<file path="src/rtl/encoder_8x3_queued.sv">
// rtl/encoder_8x3_queued.sv - 8-line request capture queue emitting one 3-bit code per handshake
//
// Purpose:
//   Collects up to eight request lines into a pending mask and serves them one
//   at a time as a 3-bit index {a,b,c} (a = MSB) under a valid/ready handshake.
//   Feeding {a,b,c} into a 3x8 decoder with en=valid regenerates the served line.
//
// Parameters:
//   ROUND_ROBIN  0: fixed priority, d[7] highest.
//                1: rotating priority, the search starts just below the last
//                   served index and wraps 0 -> 7.
//
// Ports:
//   clk      in   1  rising-edge clock
//   rst      in   1  asynchronous active-high reset
//   en       in   1  capture enable for d
//   d        in   8  request lines, level-sampled while en=1
//   ready    in   1  consumer accepts {a,b,c} when valid=1
//   clr_ovf  in   1  synchronous clear of ovf
//   a,b,c    out  1  registered code bits 2..0
//   valid    out  1  {a,b,c} holds a pending request index
//   ovf      out  1  sticky: a request hit an already-pending line
//   pend     out  8  registered pending mask

module encoder_8x3_queued #(
  parameter bit ROUND_ROBIN = 1'b0
) (
  input  logic       clk,
  input  logic       rst,
  input  logic       en,
  input  logic [7:0] d,
  input  logic       ready,
  input  logic       clr_ovf,
  output logic       a,
  output logic       b,
  output logic       c,
  output logic       valid,
  output logic       ovf,
  output logic [7:0] pend
);

  typedef enum logic {
    IDLE  = 1'b0,
    SERVE = 1'b1
  } state_t;

  state_t     state_q, state_d;
  logic [7:0] pend_q, pend_d;
  logic [2:0] code_q, code_d;
  logic [2:0] last_q, last_d;
  logic       valid_q, valid_d;
  logic       ovf_q, ovf_d;

  logic       accept;
  logic [7:0] clr_mask;
  logic [7:0] cap_mask;
  logic       ovf_set;

  logic [2:0] start_idx;
  logic [2:0] probe_idx;
  logic [2:0] sel_idx;
  logic       sel_found;

  // Pending mask and overflow. A bit captured on the same edge as its own
  // accept survives the clear, and that collision is not an overflow.
  always_comb begin
    accept   = valid_q & ready;
    clr_mask = accept ? (8'd1 << code_q) : 8'd0;
    cap_mask = en ? d : 8'd0;
    pend_d   = (pend_q & ~clr_mask) | cap_mask;
    ovf_set  = |(cap_mask & pend_q & ~clr_mask);
    ovf_d    = ovf_set | (ovf_q & ~clr_ovf);
  end

  // Downward search over the registered mask. Fixed priority is simply a
  // search that always starts at 7; round-robin starts one below last_q,
  // so last_q=0 after reset makes the first search start at 7 as well.
  always_comb begin
    start_idx = ROUND_ROBIN ? (last_q - 3'd1) : 3'd7;
    probe_idx = 3'd0;
    sel_idx   = 3'd0;
    sel_found = 1'b0;
    for (int k = 0; k < 8; k++) begin
      probe_idx = start_idx - 3'(k);
      if (!sel_found && pend_q[probe_idx]) begin
        sel_idx   = probe_idx;
        sel_found = 1'b1;
      end
    end
  end

  // Output FSM. IDLE always costs one cycle after an accept, which caps
  // throughput at one code every two clocks.
  always_comb begin
    state_d = state_q;
    code_d  = code_q;
    valid_d = valid_q;
    last_d  = last_q;
    unique case (state_q)
      IDLE: begin
        if (sel_found) begin
          code_d  = sel_idx;
          valid_d = 1'b1;
          state_d = SERVE;
        end
      end
      SERVE: begin
        if (ready) begin
          last_d  = code_q;
          valid_d = 1'b0;
          state_d = IDLE;
        end
      end
      default: begin
        state_d = IDLE;
        valid_d = 1'b0;
      end
    endcase
  end

  always_ff @(posedge clk or posedge rst) begin
    if (rst) begin
      state_q <= IDLE;
      pend_q  <= 8'd0;
      code_q  <= 3'd0;
      last_q  <= 3'd0;
      valid_q <= 1'b0;
      ovf_q   <= 1'b0;
    end else begin
      state_q <= state_d;
      pend_q  <= pend_d;
      code_q  <= code_d;
      last_q  <= last_d;
      valid_q <= valid_d;
      ovf_q   <= ovf_d;
    end
  end

  assign a     = code_q[2];
  assign b     = code_q[1];
  assign c     = code_q[0];
  assign valid = valid_q;
  assign ovf   = ovf_q;
  assign pend  = pend_q;

endmodule

</file>
<file path="config.mk">
export PLATFORM = sky130hd
export DESIGN_NAME = encoder_8x3_queued
export DESIGN_NICKNAME = d
export VERILOG_FILES = /design/src/rtl/encoder_8x3_queued.sv
export SDC_FILE = /design/constraint.sdc
export NUM_CORES = 1
export LEC_CHECK = 0
export CORE_MARGIN = 3
export CORE_UTILIZATION = 38
export DETAILED_ROUTE_END_ITERATION = 10
export PLACE_DENSITY = 0.7
export RECOVER_POWER = 50
export SYNTH_ARGS = -nofsm -noshare
export SYNTH_HDL_FRONTEND = slang
export SYNTH_SLANG_ARGS = --single-unit
</file>
<file path="constraint.sdc">
create_clock -name clk -period 1.68 [get_ports clk]
set_input_delay 0.336 -clock clk [delete_from_list [all_inputs] [get_ports clk]]
set_output_delay 0.336 -clock clk [all_outputs]
set_load 0.01 [all_outputs]
</file>
After elaboration in Yosys (flattened, before gate mapping)
Index checks and enable logic that the tools add are counted.
W data, S select, Z words.

cells by class
  multiplexer cells = 24
  equal/unequal tests = 2
  reductions and logical operators = 17
  shifts and indexed selects = 1
  bitwise logic cells = 10

operators by type and width
  cell                   count
  $and A8 B8 Y8          3
  $mux W3                8
  $mux W8                2
  $mux W1                12
  $not A8 Y8             1
  $or A8 B8 Y8           1
  $reduce_or A8 Y1       1
  $shl A1 B3 Y8 const A  1
  $logic_and A1 B1 Y1    7
  $logic_not A1 Y1       7
  $ne A2 B2 Y1 const B   2
  $pmux W1 S2            2
  $reduce_and A2 Y1      2
  $and A1 B1 Y1          2
  $not A1 Y1             2
  $or A1 B1 Y1           1

storage, ports and cells
  output and inout port bits = 13
  input bits = 13
  logic and storage cells = 59
  register bits after elaboration = 14

Longest topological paths before layout
Gate-level depths: netlist (run 1).

  word-level depth = 24
  mapped depth = 5
  gate-level depth less buffers = 5

Worst setup path after synthesis (run 1)
OpenSTA, ideal clock, no wires.

  path kind = flip-flop to flip-flop
  start = register pend_q[5], in the netlist pend[5]
  end = register valid_q, in the netlist valid
  arrival = 1.701 ns
  stages on the path, launching flop included = 6
  period minus slack after synthesis = 1.826 ns
  setup slack = -0.146 ns
  data required time = 1.555 ns
  cells stage by stage = dfrtp_1 or4_4 or3_4 o31a_1 nor2_1 a21oi_1

between the ends
  word-level cells in the longest chain between the ends = 19

RTL lines
  what                           line  text
  from (decl)                    48    logic [7:0] pend_q, pend_d;
  from (signal assigned)         131   pend_q <= pend_d;
  $logic_and A1 B1 Y1 *          85    if (!sel_found && pend_q[probe_idx]) begin
  $mux W1 *                      85
  $logic_not A1 Y1               85
  $logic_and A1 B1 Y1            85
  $mux W1 *                      85
  $logic_not A1 Y1               85
  $logic_and A1 B1 Y1            85
  $mux W1 *                      85
  [3 not listed]                 -
  $logic_not A1 Y1               85
  $logic_and A1 B1 Y1            85
  $mux W1 *                      85
  $logic_not A1 Y1               85
  $logic_and A1 B1 Y1            85
  $mux W1 *                      85
  $ne A2 B2 Y1 (no line) *       -
  $reduce_and A2 Y1 (no line) *  -
  to (signal assigned)           134   valid_q <= valid_d;
  to (decl)                      51    logic valid_q, valid_d;

Mark *: on every way between the ends. The rest lies on a longest branch, timed or not.
A chain may end at the register's enable or synchronous reset.

Final worst setup path (run 1)
  start = register pend_q[4], in the netlist pend[4]
  end = register valid_q, in the netlist valid

between the ends
  word-level cells in the longest chain between the ends = 16

RTL lines
  what                           line
  $logic_and A1 B1 Y1 *          85
  $mux W1 *                      85
  $logic_not A1 Y1               85
  $logic_and A1 B1 Y1            85
  $mux W1 *                      85
  $logic_not A1 Y1               85
  $logic_and A1 B1 Y1            85
  $mux W1 *                      85
  $logic_not A1 Y1               85
  $logic_and A1 B1 Y1            85
  $mux W1 *                      85
  $logic_not A1 Y1               85
  $logic_and A1 B1 Y1            85
  $mux W1 *                      85
  $ne A2 B2 Y1 (no line) *       -
  $reduce_and A2 Y1 (no line) *  -

Marked as above.

==> metrics.txt, run 1 <==
# TYPE chip_impl_metric gauge
chip_impl_metric{name="timing.max_cap.violations",unit=""} 0
chip_impl_metric{name="clkLatencyLatePin",unit="ns"} 0.29
chip_impl_metric{name="dp_cells",unit=""} 134
chip_impl_metric{name="max-clock-path-buffers",unit=""} 2
chip_impl_metric{name="synthesis.area",unit="um2"} 697
chip_impl_metric{name="yosys_warnings",unit=""} 0
chip_impl_info{name="worst_setup_path_start_kind",value="flop"} 1
chip_impl_metric{name="clkSlewWorstSetupHoldPaths",unit="ns"} 0.10
chip_impl_metric{name="drv_slew",unit=""} 0
chip_impl_metric{name="synthCells",unit=""} 73
chip_impl_metric{name="netSwitchingPower",unit="mW"} 0.276
chip_impl_info{name="cts-root-buf",value="sky130_fd_sc_hd__clkbuf_4"} 1
chip_impl_metric{name="leakage",unit="nW"} 0.492
chip_impl_metric{name="reg2regPathDepth",unit=""} 5
chip_impl_metric{name="grt_first_pass_wirelength",unit="mm"} 3.42
chip_impl_metric{name="finalCriticalPeriod",unit="ns"} 1.80
chip_impl_metric{name="final.setup_skew",unit="ns"} 0.00668
chip_impl_metric{name="std_cell_rows",unit=""} 14
chip_impl_metric{name="power_per_cell_area",unit="nW/um2"} 822
chip_impl_metric{name="finalSetupViolCount",unit=""} 5
chip_impl_metric{name="vias_in_the_first_global_route",unit=""} 742
chip_impl_metric{name="starting_utilization_of_the_core_area",unit="%"} 43.2
chip_impl_metric{name="cts_made_buffers",unit=""} 3
chip_impl_info{name="commonest_non_fill_non_tap_cell_in_the_layout",value="sky130_fd_sc_hd__clkdlybuf4s50_1"} 1
chip_impl_metric{name="detailedPlace.worstSlack",unit="ns"} -0.102
chip_impl_metric{name="p_seq_share",unit="%"} 45.5
chip_impl_metric{name="cts_setup_buffers",unit=""} 0
chip_impl_info{name="rsz0062_at_grt",value="yes"} 1
chip_impl_metric{name="power.switching_fraction",unit="%"} 29.6
chip_impl_metric{name="cpPeakStageDelay",unit="ns"} 0.54
chip_impl_metric{name="grt_remaining_overflow",unit=""} 0
chip_impl_metric{name="port_buffers",unit=""} 25
chip_impl_metric{name="die_y",unit="um"} 48.8
chip_impl_info{name="setup.worst_path.class",value="flop to flop"} 1
chip_impl_metric{name="final_hold_viol_count",unit=""} 0
chip_impl_metric{name="detail_route.wirelength",unit="mm"} 2.03
chip_impl_metric{name="routed-via-count",unit=""} 747
chip_impl_metric{name="placement.cell_area",unit="um2"} 1070
chip_impl_metric{name="grt_antenna_before_repair",unit=""} 0
chip_impl_metric{name="areaGrowthSynthToFinish",unit="%"} 62.3
chip_impl_metric{name="combPwrFrac",unit="%"} 26.9
chip_impl_info{name="outcome",value="finished, violations left"} 1
chip_impl_metric{name="synth.avg_cell_area",unit="um2"} 9.55
chip_impl_metric{name="wirelength_per_cell",unit="um"} 14.7
chip_impl_metric{name="io_pins",unit=""} 26
chip_impl_metric{name="vdd_drop_max",unit="V"} 0.000554
chip_impl_metric{name="layout-drive-gt1-share",unit="%"} 23.7
chip_impl_metric{name="die_w",unit="um"} 48.8
chip_impl_info{name="cpMaxStageDelayCell",value="sky130_fd_sc_hd__or4_4"} 1
chip_impl_metric{name="antennaDiodeCount",unit=""} 0
chip_impl_metric{name="place.gp.congestion",unit=""} 0.825
chip_impl_metric{name="crit_fanout",unit=""} 3
chip_impl_info{name="violations_in_the_final_reports",value="negative setup slack"} 1
chip_impl_metric{name="post_cts_resized",unit=""} 1
chip_impl_metric{name="maxSlewHeadroom",unit="%"} 61.2
chip_impl_metric{name="number_of_nets_with_antenna_violations_after_detailed_routing",unit=""} 0
chip_impl_metric{name="dp_hpwl",unit="mm"} 1.53
chip_impl_metric{name="grt_util_all_layers",unit="%"} 18.6
chip_impl_metric{name="cts.hold.buffers_added",unit=""} 0
chip_impl_metric{name="fin_nets",unit=""} 128
chip_impl_metric{name="iteration_count_of_the_initial_detailed_routing_pass",unit=""} 4
chip_impl_metric{name="stdcell_count",unit=""} 138
chip_impl_metric{name="remaining_drc_errors",unit=""} 0
chip_impl_info{name="tritoncts",value="yes"} 1
chip_impl_info{name="end_kind",value="flop"} 1
chip_impl_metric{name="final_design_area_no_fill",unit="um2"} 1130
chip_impl_metric{name="worst_slack",unit="ns"} -0.118
chip_impl_metric{name="core",unit="um2"} 1610
chip_impl_metric{name="sequential_share_of_the_synthesized_area",unit="%"} 50.3
chip_impl_metric{name="detailed_route_vias_per_instance",unit=""} 5.41
chip_impl_metric{name="synth.net_count",unit=""} 86
chip_impl_info{name="hp-class",value="primary input to async pin"} 1
chip_impl_metric{name="total_number_of_h_tree_levels",unit=""} 1
chip_impl_metric{name="tightestPinTransition",unit="ns"} 0.582
chip_impl_info{name="most-common-layout-cells",value="sky130_fd_sc_hd__clkdlybuf4s50_1 (20), sky130_fd_sc_hd__buf_4 (13), sky130_fd_sc_hd__nand2_1 (8), sky130_fd_sc_hd__dfrtp_2 (7), sky130_fd_sc_hd__dfrtp_1 (7)"} 1
chip_impl_metric{name="achievable-frequency",unit="MHz"} 556
chip_impl_metric{name="die_area",unit="um2"} 2380
chip_impl_metric{name="synth_cell_type_count",unit=""} 26
chip_impl_metric{name="clock_power_share",unit="%"} 27.6
chip_impl_info{name="timing.critical_path.cells",value="or4_4, or3_4, o31a_1, nor2_1, a21oi_1"} 1
chip_impl_metric{name="crit_share_post_route",unit="%"} 107
chip_impl_metric{name="postSynthRegisterBits",unit=""} 14
chip_impl_metric{name="clock_sinks",unit=""} 14
chip_impl_metric{name="first_iter_violations",unit=""} 20
chip_impl_metric{name="worst_ep_required_time",unit="ns"} 1.86
chip_impl_metric{name="worstPathArrival",unit="ns"} 1.98
chip_impl_metric{name="p_int",unit="mW"} 0.654
chip_impl_metric{name="grt_start_max_net_pins",unit=""} 15
-- path summary, 6_finish.rpt --
check | startpoint | endpoint | slack, ns
worst min-delay path | rst | state_q | 0.53
worst max-delay path | pend[4] | valid | -0.12
min in group clk | code_q[2] | code_q[2] | 0.59
worst max register to register | pend[4] | valid | -0.12
max in group asynchronous | rst | pend[2] | 0.73
worst min register to register | code_q[2] | code_q[2] | 0.59
-- layer usage --
metal / up-vias / part of all wire, % / GRT usage, %
met5: - / 0 / 0
met4: 0 / 0.74 / 5.69
met3: 2 / 4.7 / 3.67
met2: 24 / 49 / 31.2
met1: 365 / 46 / 24.1
li1: 356 / - / -
-- worst max-delay path: cells and delay by family, from the launching register on --
family | cells | cell delay (ns)
AOI/OAI and AO/OA | 2 | 0.32
DFF | 1 | 0.39
and+or+nand+nor | 3 | 0.97
-- synthesized netlist by cell type, drive strengths merged --
cell type / instances / area share (%)
o32ai: 1 / 1.3
o31a: 1 / 1.3
clkbuf: 1 / 0.54
or3: 1 / 1.6
nand3: 6 / 4.3
nor2b: 1 / 0.90
and3: 1 / 0.90
o21ai: 3 / 2.2
a21o: 2 / 2.2
a22o: 6 / 7.5
dfrtp: 14 / 50
a32oi: 1 / 1.3
inv: 6 / 3.2
a21oi: 5 / 3.6
nor4: 1 / 0.90
nand4: 2 / 1.8
and3b: 2 / 2.5
nand2: 8 / 4.3
nor3: 2 / 1.4
o221ai: 1 / 1.3
a31oi: 1 / 0.90
a211oi: 1 / 1.1
or4: 1 / 1.6
nor3b: 1 / 1.1
nor2: 4 / 2.2
-- cell type report --
class,count,area (um2)
Sequential cell,14,359
Timing Repair Buffer,38,358
Clock buffer,4,36.3
Fill cell,130,480
Inverter,6,22.5
Multi-Input combinational cell,52,325
Tap cell,24,30.0
-- kinds of logic after synthesis --
group,after synthesis,share of synthesized area (%)
and+or+nand+nor,30,23.5
AOI/OAI and AO/OA,22,22.4
DFF,14,50.3
buffers and inverters,7,3.77
-- power groups by stage --
stage | combinational, mW | clock [mW] | sequential, mW
5_1_grt | 0.272 | 0.288 | 0.430
3_5_place_dp | 0.254 | 0 | 0.425
4_1_cts | 0.255 | 0.262 | 0.419
2_1_floorplan | 0.0780 | 0 | 0.437
3_3_place_gp | 0.251 | 0 | 0.423
6_report | 0.250 | 0.257 | 0.423
-- stage by stage --
| stage | total power [mW] | utilization [%] | hold slack, ns | TNS (ns) |
|---|---|---|---|---|
| after floorplan | 0.515 | - | 0.225 | -0.292 |
| after global placement | 0.675 | 66.5 | 0.551 | -0.236 |
| after detailed placement | 0.679 | 66.5 | 0.573 | -0.420 |
| after CTS | 0.936 | 68.8 | 0.404 | -0.423 |
| after global routing | 0.990 | 70.2 | 0.571 | -0.712 |
| final | 0.930 | 70.2 | 0.528 | -0.410 |
-- registers in the layout (all words and copies together), names as in the netlist --
name     cells
pend         8
code_q       3
ovf          1
state_q      1
valid        1
(Power assumes the default switching activity.)
==> run 2: changes to the inputs <==
CORE_UTILIZATION = 40   (was 38)
GPL_TIMING_DRIVEN = 0   (was not set)
clock period = 2.3 ns   (was 1.68 ns; I/O delays follow)
==> run 2 against run 1 <==
Effect of this change: utilization decreased by 7.2 points; non-clock buffer count decreased by 13; critical path type is now primary input to flop; register-to-register slack improved by 0.54 ns; clock skew decreased by 0.0061 ns; via count decreased by 7.4%; cell count decreased by 15%; clock power decreased by 30%; critical path depth increased by 1; largest power group unchanged; the run now ends clean; combinational power decreased by 39%; routed wire length decreased by 12%; cell area decreased by 12%.
==> metrics.txt, run 2 (synthesis gave the netlist of run 1 again) <==
# TYPE chip_impl_metric gauge
chip_impl_info{name="outcome",value="complete, no violations"} 1
chip_impl_metric{name="port_buffers",unit=""} 24
chip_impl_metric{name="vdd_drop_max",unit="V"} 0.000440
chip_impl_metric{name="starting_utilization_of_the_core_area",unit="%"} 44.2
chip_impl_metric{name="crit_fanout",unit=""} 7
chip_impl_metric{name="cts.hold.buffers_added",unit=""} 0
chip_impl_metric{name="clock_sinks",unit=""} 14
chip_impl_metric{name="dp_hpwl",unit="mm"} 1.34
chip_impl_metric{name="remaining_drc_errors",unit=""} 0
chip_impl_metric{name="grt_start_max_net_pins",unit=""} 15
chip_impl_metric{name="final.setup_skew",unit="ns"} 0.000597
chip_impl_metric{name="die_y",unit="um"} 47.7
chip_impl_info{name="commonest_non_fill_non_tap_cell_in_the_layout",value="sky130_fd_sc_hd__clkdlybuf4s50_1"} 1
chip_impl_metric{name="drv_slew",unit=""} 0
chip_impl_metric{name="finalCriticalPeriod",unit="ns"} 1.95
chip_impl_metric{name="detail_route.wirelength",unit="mm"} 1.78
chip_impl_metric{name="number_of_nets_with_antenna_violations_after_detailed_routing",unit=""} 0
chip_impl_info{name="cts-root-buf",value="sky130_fd_sc_hd__clkbuf_4"} 1
chip_impl_metric{name="wirelength_per_cell",unit="um"} 15.2
chip_impl_metric{name="stdcell_count",unit=""} 117
chip_impl_metric{name="worstPathArrival",unit="ns"} 2.13
chip_impl_metric{name="fin_tns_setup",unit="ns"} 0
chip_impl_metric{name="tightestPinTransition",unit="ns"} 0.526
chip_impl_metric{name="flip_flop_count_of_the_largest_register_after_layout",unit=""} 8
chip_impl_metric{name="grt_util_all_layers",unit="%"} 18.0
chip_impl_metric{name="multi_input_comb_area",unit="um2"} 320
chip_impl_metric{name="io_pins",unit=""} 26
chip_impl_metric{name="total_number_of_h_tree_levels",unit=""} 1
chip_impl_metric{name="grt_antenna_before_repair",unit=""} 0
chip_impl_metric{name="final_hold_viol_count",unit=""} 0
chip_impl_info{name="most-common-layout-cells",value="sky130_fd_sc_hd__clkdlybuf4s50_1 (22), sky130_fd_sc_hd__dfrtp_1 (14), sky130_fd_sc_hd__nand2_1 (8)"} 1
chip_impl_metric{name="maxSlewHeadroom",unit="%"} 64.9
chip_impl_metric{name="final-seq-area",unit="um2"} 350
chip_impl_metric{name="leakage",unit="nW"} 0.431
chip_impl_metric{name="detailed_route_vias_per_instance",unit=""} 5.91
chip_impl_metric{name="std_cell_rows",unit=""} 14
chip_impl_metric{name="worst_ep_required_time",unit="ns"} 2.48
chip_impl_metric{name="final.fill_count",unit=""} 155
chip_impl_info{name="end_kind",value="flop"} 1
chip_impl_metric{name="post_cts_resized",unit=""} 0
chip_impl_metric{name="achievable-frequency",unit="MHz"} 514
chip_impl_metric{name="core",unit="um2"} 1580
chip_impl_metric{name="fin_nets",unit=""} 115
chip_impl_info{name="rsz0062_at_grt",value="no"} 1
chip_impl_metric{name="crit_share_post_route",unit="%"} 84.6
chip_impl_info{name="setup.worst_path.class",value="primary input to flop"} 1
chip_impl_info{name="worst_setup_path_start_kind",value="primary input"} 1
chip_impl_metric{name="grt_remaining_overflow",unit=""} 0
chip_impl_metric{name="die_area",unit="um2"} 2280
chip_impl_metric{name="place.gp.congestion",unit=""} 0.796
chip_impl_metric{name="iteration_count_of_the_initial_detailed_routing_pass",unit=""} 2
chip_impl_info{name="hp-class",value="flop to flop"} 1
chip_impl_metric{name="max-clock-path-buffers",unit=""} 2
chip_impl_metric{name="clkLatencyLatePin",unit="ns"} 0.28
chip_impl_metric{name="antennaDiodeCount",unit=""} 0
chip_impl_metric{name="areaGrowthSynthToFinish",unit="%"} 42.5
chip_impl_metric{name="dp_cells",unit=""} 113
chip_impl_metric{name="finalSetupViolCount",unit=""} 0
chip_impl_metric{name="power_per_cell_area",unit="nW/um2"} 649
chip_impl_metric{name="grt_first_pass_wirelength",unit="mm"} 2.90
chip_impl_metric{name="first_iter_violations",unit=""} 19
chip_impl_metric{name="layout-drive-gt1-share",unit="%"} 5.94
chip_impl_metric{name="timing.max_cap.violations",unit=""} 0
chip_impl_metric{name="cts_made_buffers",unit=""} 3
chip_impl_info{name="tritoncts",value="yes"} 1
chip_impl_metric{name="vias_in_the_first_global_route",unit=""} 673
chip_impl_metric{name="clkSlewWorstSetupHoldPaths",unit="ns"} 0.09
chip_impl_metric{name="die_w",unit="um"} 47.7
chip_impl_metric{name="cts_setup_buffers",unit=""} 0
chip_impl_metric{name="finalHoldWorstSlack",unit="ns"} 0.587
chip_impl_metric{name="routed-via-count",unit=""} 692
## run 2: per-stage QoR
stage / setup WS [ns] / instance area [um2] / util, % / power, mW
after floorplan: 0.474 / 697 / - / 0.376
after global placement: 0.161 / 957 / 60.7 / 0.466
after detailed placement: 0.155 / 957 / 60.7 / 0.469
after CTS: 0.419 / 993 / 63.0 / 0.644
after global routing: 0.194 / 993 / 63.0 / 0.684
final: 0.353 / 993 / 63.0 / 0.644
## run 2: worst paths after layout
path	start	end	slack, ns	depth (start not counted)
setup / recovery	ready	ovf	0.35	6
min in group asynchronous	rst	state_q	0.64	2
hold / removal	state_q	valid	0.59	1
max in group asynchronous	rst	valid	1.31	2
setup reg to reg	pend[5]	code_q[1]	0.42	4
hold reg to reg	state_q	valid	0.59	1
## run 2: power by group
| group | switching, mW | internal (mW) | total, mW | leakage [nW] |
|---|---|---|---|---|
| Sequential | 0.0393 | 0.272 | 0.311 | 0.141 |
| Clock | 0.0835 | 0.0963 | 0.180 | 0.0210 |
| Combinational | 0.0646 | 0.0886 | 0.153 | 0.269 |
## run 2: final cells by class
type	instances	area share, %
buffer	1	0.378
clock buffer	4	3.65
inverter	6	2.27
multi-input combinational	52	32.2
sequential	14	35.3
tap	16	2.02
timing repair buffer	24	24.2
## run 2: metal layers
layer | global-route usage (%) | vias to the layer above | part of all wire (%)
li1 | - | 327 | -
met1 | 24.8 | 343 | 46
met2 | 28.8 | 18 | 48
met3 | 3.38 | 4 | 4.8
met4 | 4.84 | 0 | 0.96
met5 | 0 | - | 0
## run 2: worst max-delay path: stages
cell and delay (ns):
sky130_fd_sc_hd__dlygate4sd3_1 0.69, sky130_fd_sc_hd__nor2b_1 0.35, sky130_fd_sc_hd__nand2_1 0.13, sky130_fd_sc_hd__a32oi_1 0.21
sky130_fd_sc_hd__nand4_1 0.10, sky130_fd_sc_hd__a21o_1 0.19
==> run 3: changes to the inputs <==
clock period = 2 ns   (was 2.3 ns; I/O delays follow)
==> run 3 against run 2 <==
Effect of this change: clock power is 15% higher; cell count stayed put; first-iteration DRC count stayed put; largest cell class unchanged; highest routed layer unchanged.
==> metrics.txt, run 3 (synthesis gave the netlist of run 1 again) <==
# TYPE chip_impl_metric gauge
chip_impl_info{name="outcome",value="complete, no violations"} 1
chip_impl_metric{name="crit_share_post_route",unit="%"} 94.0
chip_impl_metric{name="clock_sinks",unit=""} 14
chip_impl_metric{name="routed-via-count",unit=""} 692
chip_impl_metric{name="timing.max_cap.violations",unit=""} 0
chip_impl_info{name="most-common-layout-cells",value="sky130_fd_sc_hd__clkdlybuf4s50_1 (23), sky130_fd_sc_hd__dfrtp_1 (14), sky130_fd_sc_hd__nand2_1 (8)"} 1
chip_impl_metric{name="dp_cells",unit=""} 113
chip_impl_metric{name="antennaDiodeCount",unit=""} 0
chip_impl_metric{name="cpPeakStageDelay",unit="ns"} 0.56
chip_impl_info{name="rsz0062_at_grt",value="no"} 1
chip_impl_metric{name="vias_in_the_first_global_route",unit=""} 673
chip_impl_info{name="timing.critical_path.cells",value="or4_4, or3_4, o31a_1, o32ai_1"} 1
chip_impl_metric{name="finalCriticalPeriod",unit="ns"} 1.88
chip_impl_metric{name="std_cell_rows",unit=""} 14
chip_impl_metric{name="flip_flop_count_of_the_largest_register_after_layout",unit=""} 8
chip_impl_metric{name="grt_util_all_layers",unit="%"} 18.0
chip_impl_metric{name="port_buffers",unit=""} 24
chip_impl_metric{name="max-clock-path-buffers",unit=""} 2
chip_impl_metric{name="first_iter_violations",unit=""} 19
chip_impl_info{name="cpMaxStageDelayCell",value="sky130_fd_sc_hd__or4_4"} 1
chip_impl_metric{name="starting_utilization_of_the_core_area",unit="%"} 44.2
chip_impl_metric{name="die_w",unit="um"} 47.7
chip_impl_info{name="worst_setup_path_start_kind",value="flop"} 1
chip_impl_metric{name="crit_fanout",unit=""} 5
chip_impl_metric{name="die_y",unit="um"} 47.7
chip_impl_metric{name="areaGrowthSynthToFinish",unit="%"} 42.5
chip_impl_info{name="end_kind",value="flop"} 1
chip_impl_metric{name="remaining_drc_errors",unit=""} 0
chip_impl_metric{name="grt_start_max_net_pins",unit=""} 15
chip_impl_metric{name="clkSlewWorstSetupHoldPaths",unit="ns"} 0.09
chip_impl_metric{name="grt_remaining_overflow",unit=""} 0
chip_impl_metric{name="detailedPlace.worstSlack",unit="ns"} -0.0848
chip_impl_metric{name="layout-drive-gt1-share",unit="%"} 5.94
chip_impl_info{name="tritoncts",value="yes"} 1
chip_impl_metric{name="place.gp.congestion",unit=""} 0.796
chip_impl_metric{name="final_hold_viol_count",unit=""} 0
chip_impl_metric{name="finalSetupViolCount",unit=""} 0
chip_impl_metric{name="drv_slew",unit=""} 0
chip_impl_metric{name="total_number_of_h_tree_levels",unit=""} 1
chip_impl_info{name="cts-root-buf",value="sky130_fd_sc_hd__clkbuf_4"} 1
chip_impl_metric{name="reg2regPathDepth",unit=""} 4
chip_impl_metric{name="cts_made_buffers",unit=""} 3
chip_impl_metric{name="vdd_drop_max",unit="V"} 0.000507
chip_impl_metric{name="post_cts_resized",unit=""} 0
chip_impl_metric{name="leakage",unit="nW"} 0.431
chip_impl_metric{name="tightestPinTransition",unit="ns"} 0.526
chip_impl_metric{name="number_of_nets_with_antenna_violations_after_detailed_routing",unit=""} 0
chip_impl_metric{name="achievable-frequency",unit="MHz"} 532
chip_impl_metric{name="grt_first_pass_wirelength",unit="mm"} 2.90
chip_impl_metric{name="wirelength_per_cell",unit="um"} 15.2
chip_impl_metric{name="die_area",unit="um2"} 2280
chip_impl_metric{name="detail_route.wirelength",unit="mm"} 1.78
chip_impl_metric{name="worst_ep_required_time",unit="ns"} 2.17
chip_impl_metric{name="clkLatencyLatePin",unit="ns"} 0.28
chip_impl_info{name="setup.worst_path.class",value="flop to flop"} 1
chip_impl_metric{name="power_per_cell_area",unit="nW/um2"} 746
chip_impl_info{name="commonest_non_fill_non_tap_cell_in_the_layout",value="sky130_fd_sc_hd__clkdlybuf4s50_1"} 1
chip_impl_metric{name="detailed_route_vias_per_instance",unit=""} 5.91
chip_impl_metric{name="iteration_count_of_the_initial_detailed_routing_pass",unit=""} 2
chip_impl_metric{name="dp_hpwl",unit="mm"} 1.34
chip_impl_metric{name="worst_slack",unit="ns"} 0.120
chip_impl_metric{name="io_pins",unit=""} 26
chip_impl_metric{name="maxSlewHeadroom",unit="%"} 64.9
chip_impl_metric{name="cts.hold.buffers_added",unit=""} 0
chip_impl_metric{name="stdcell_count",unit=""} 117
chip_impl_metric{name="final.fill_count",unit=""} 155
chip_impl_metric{name="grt_antenna_before_repair",unit=""} 0
chip_impl_metric{name="core",unit="um2"} 1580
chip_impl_metric{name="worstPathArrival",unit="ns"} 2.05
chip_impl_metric{name="fin_nets",unit=""} 115
chip_impl_metric{name="final_design_area_no_fill",unit="um2"} 993
chip_impl_info{name="hp-class",value="primary input to async pin"} 1
chip_impl_metric{name="placement.cell_area",unit="um2"} 957
chip_impl_metric{name="cts_setup_buffers",unit=""} 0
chip_impl_metric{name="final.setup_skew",unit="ns"} 0.000597
[run 3: cell count changes in the layout (fill, tap and decap cells not counted), sizes merged]
cell,delta
dlygate4sd3,-1
clkdlybuf4s50,+1
[run 3: path summary, 6_finish.rpt]
| path | startpoint | endpoint | slack (ns) |
|---|---|---|---|
| max | pend[5] | code_q[1] | 0.12 |
| min | rst | state_q | 0.58 |
| max reg2reg | pend[5] | code_q[1] | 0.12 |
| min reg2reg | state_q | valid | 0.59 |
| max in group asynchronous | rst | valid | 1.07 |
| min in group clk | state_q | valid | 0.59 |
[run 3: layer usage]
layer | vias up | track usage [%] | wire, um
met1 | 343 | 24.8 | 820
li1 | 327 | - | -
met2 | 18 | 28.8 | 854
met5 | - | 0 | 0
met4 | 0 | 4.84 | 17
met3 | 4 | 3.38 | 86
[run 3: power breakdown]
part           internal, mW  switching [mW]
sequential            0.313          0.0451
combinational         0.102          0.0743
clock                 0.111          0.0960
[run 3: critical path, delay by kind of cell, from the launching register on]
family	cells	cell delay [ns]
DFF	1	0.43
AOI/OAI and AO/OA	2	0.44
and+or+nand+nor	2	0.91
[run 3: final cells by class]
class                   instances  area [um2]  area share [%]
clock buffers                   4        36.3            3.65
flip-flops and latches         14         350            35.3
plain buffers                   1        3.75           0.378
inverters                       6        22.5            2.27
multi-input cells              52         320            32.2
repair buffers                 24         240            24.2
well taps                      16        20.0            2.02
[run 3: per-stage QoR]
step	TNS (ns)	power (mW)	utilization [%]	hold slack (ns)
finish	0	0.741	63.0	0.582
global route	0	0.787	63.0	0.610
CTS	0	0.741	63.0	0.471
detailed placement	-0.0848	0.539	60.7	0.570
global placement	-0.0792	0.536	60.7	0.555
floorplan	0	0.433	-	0.289
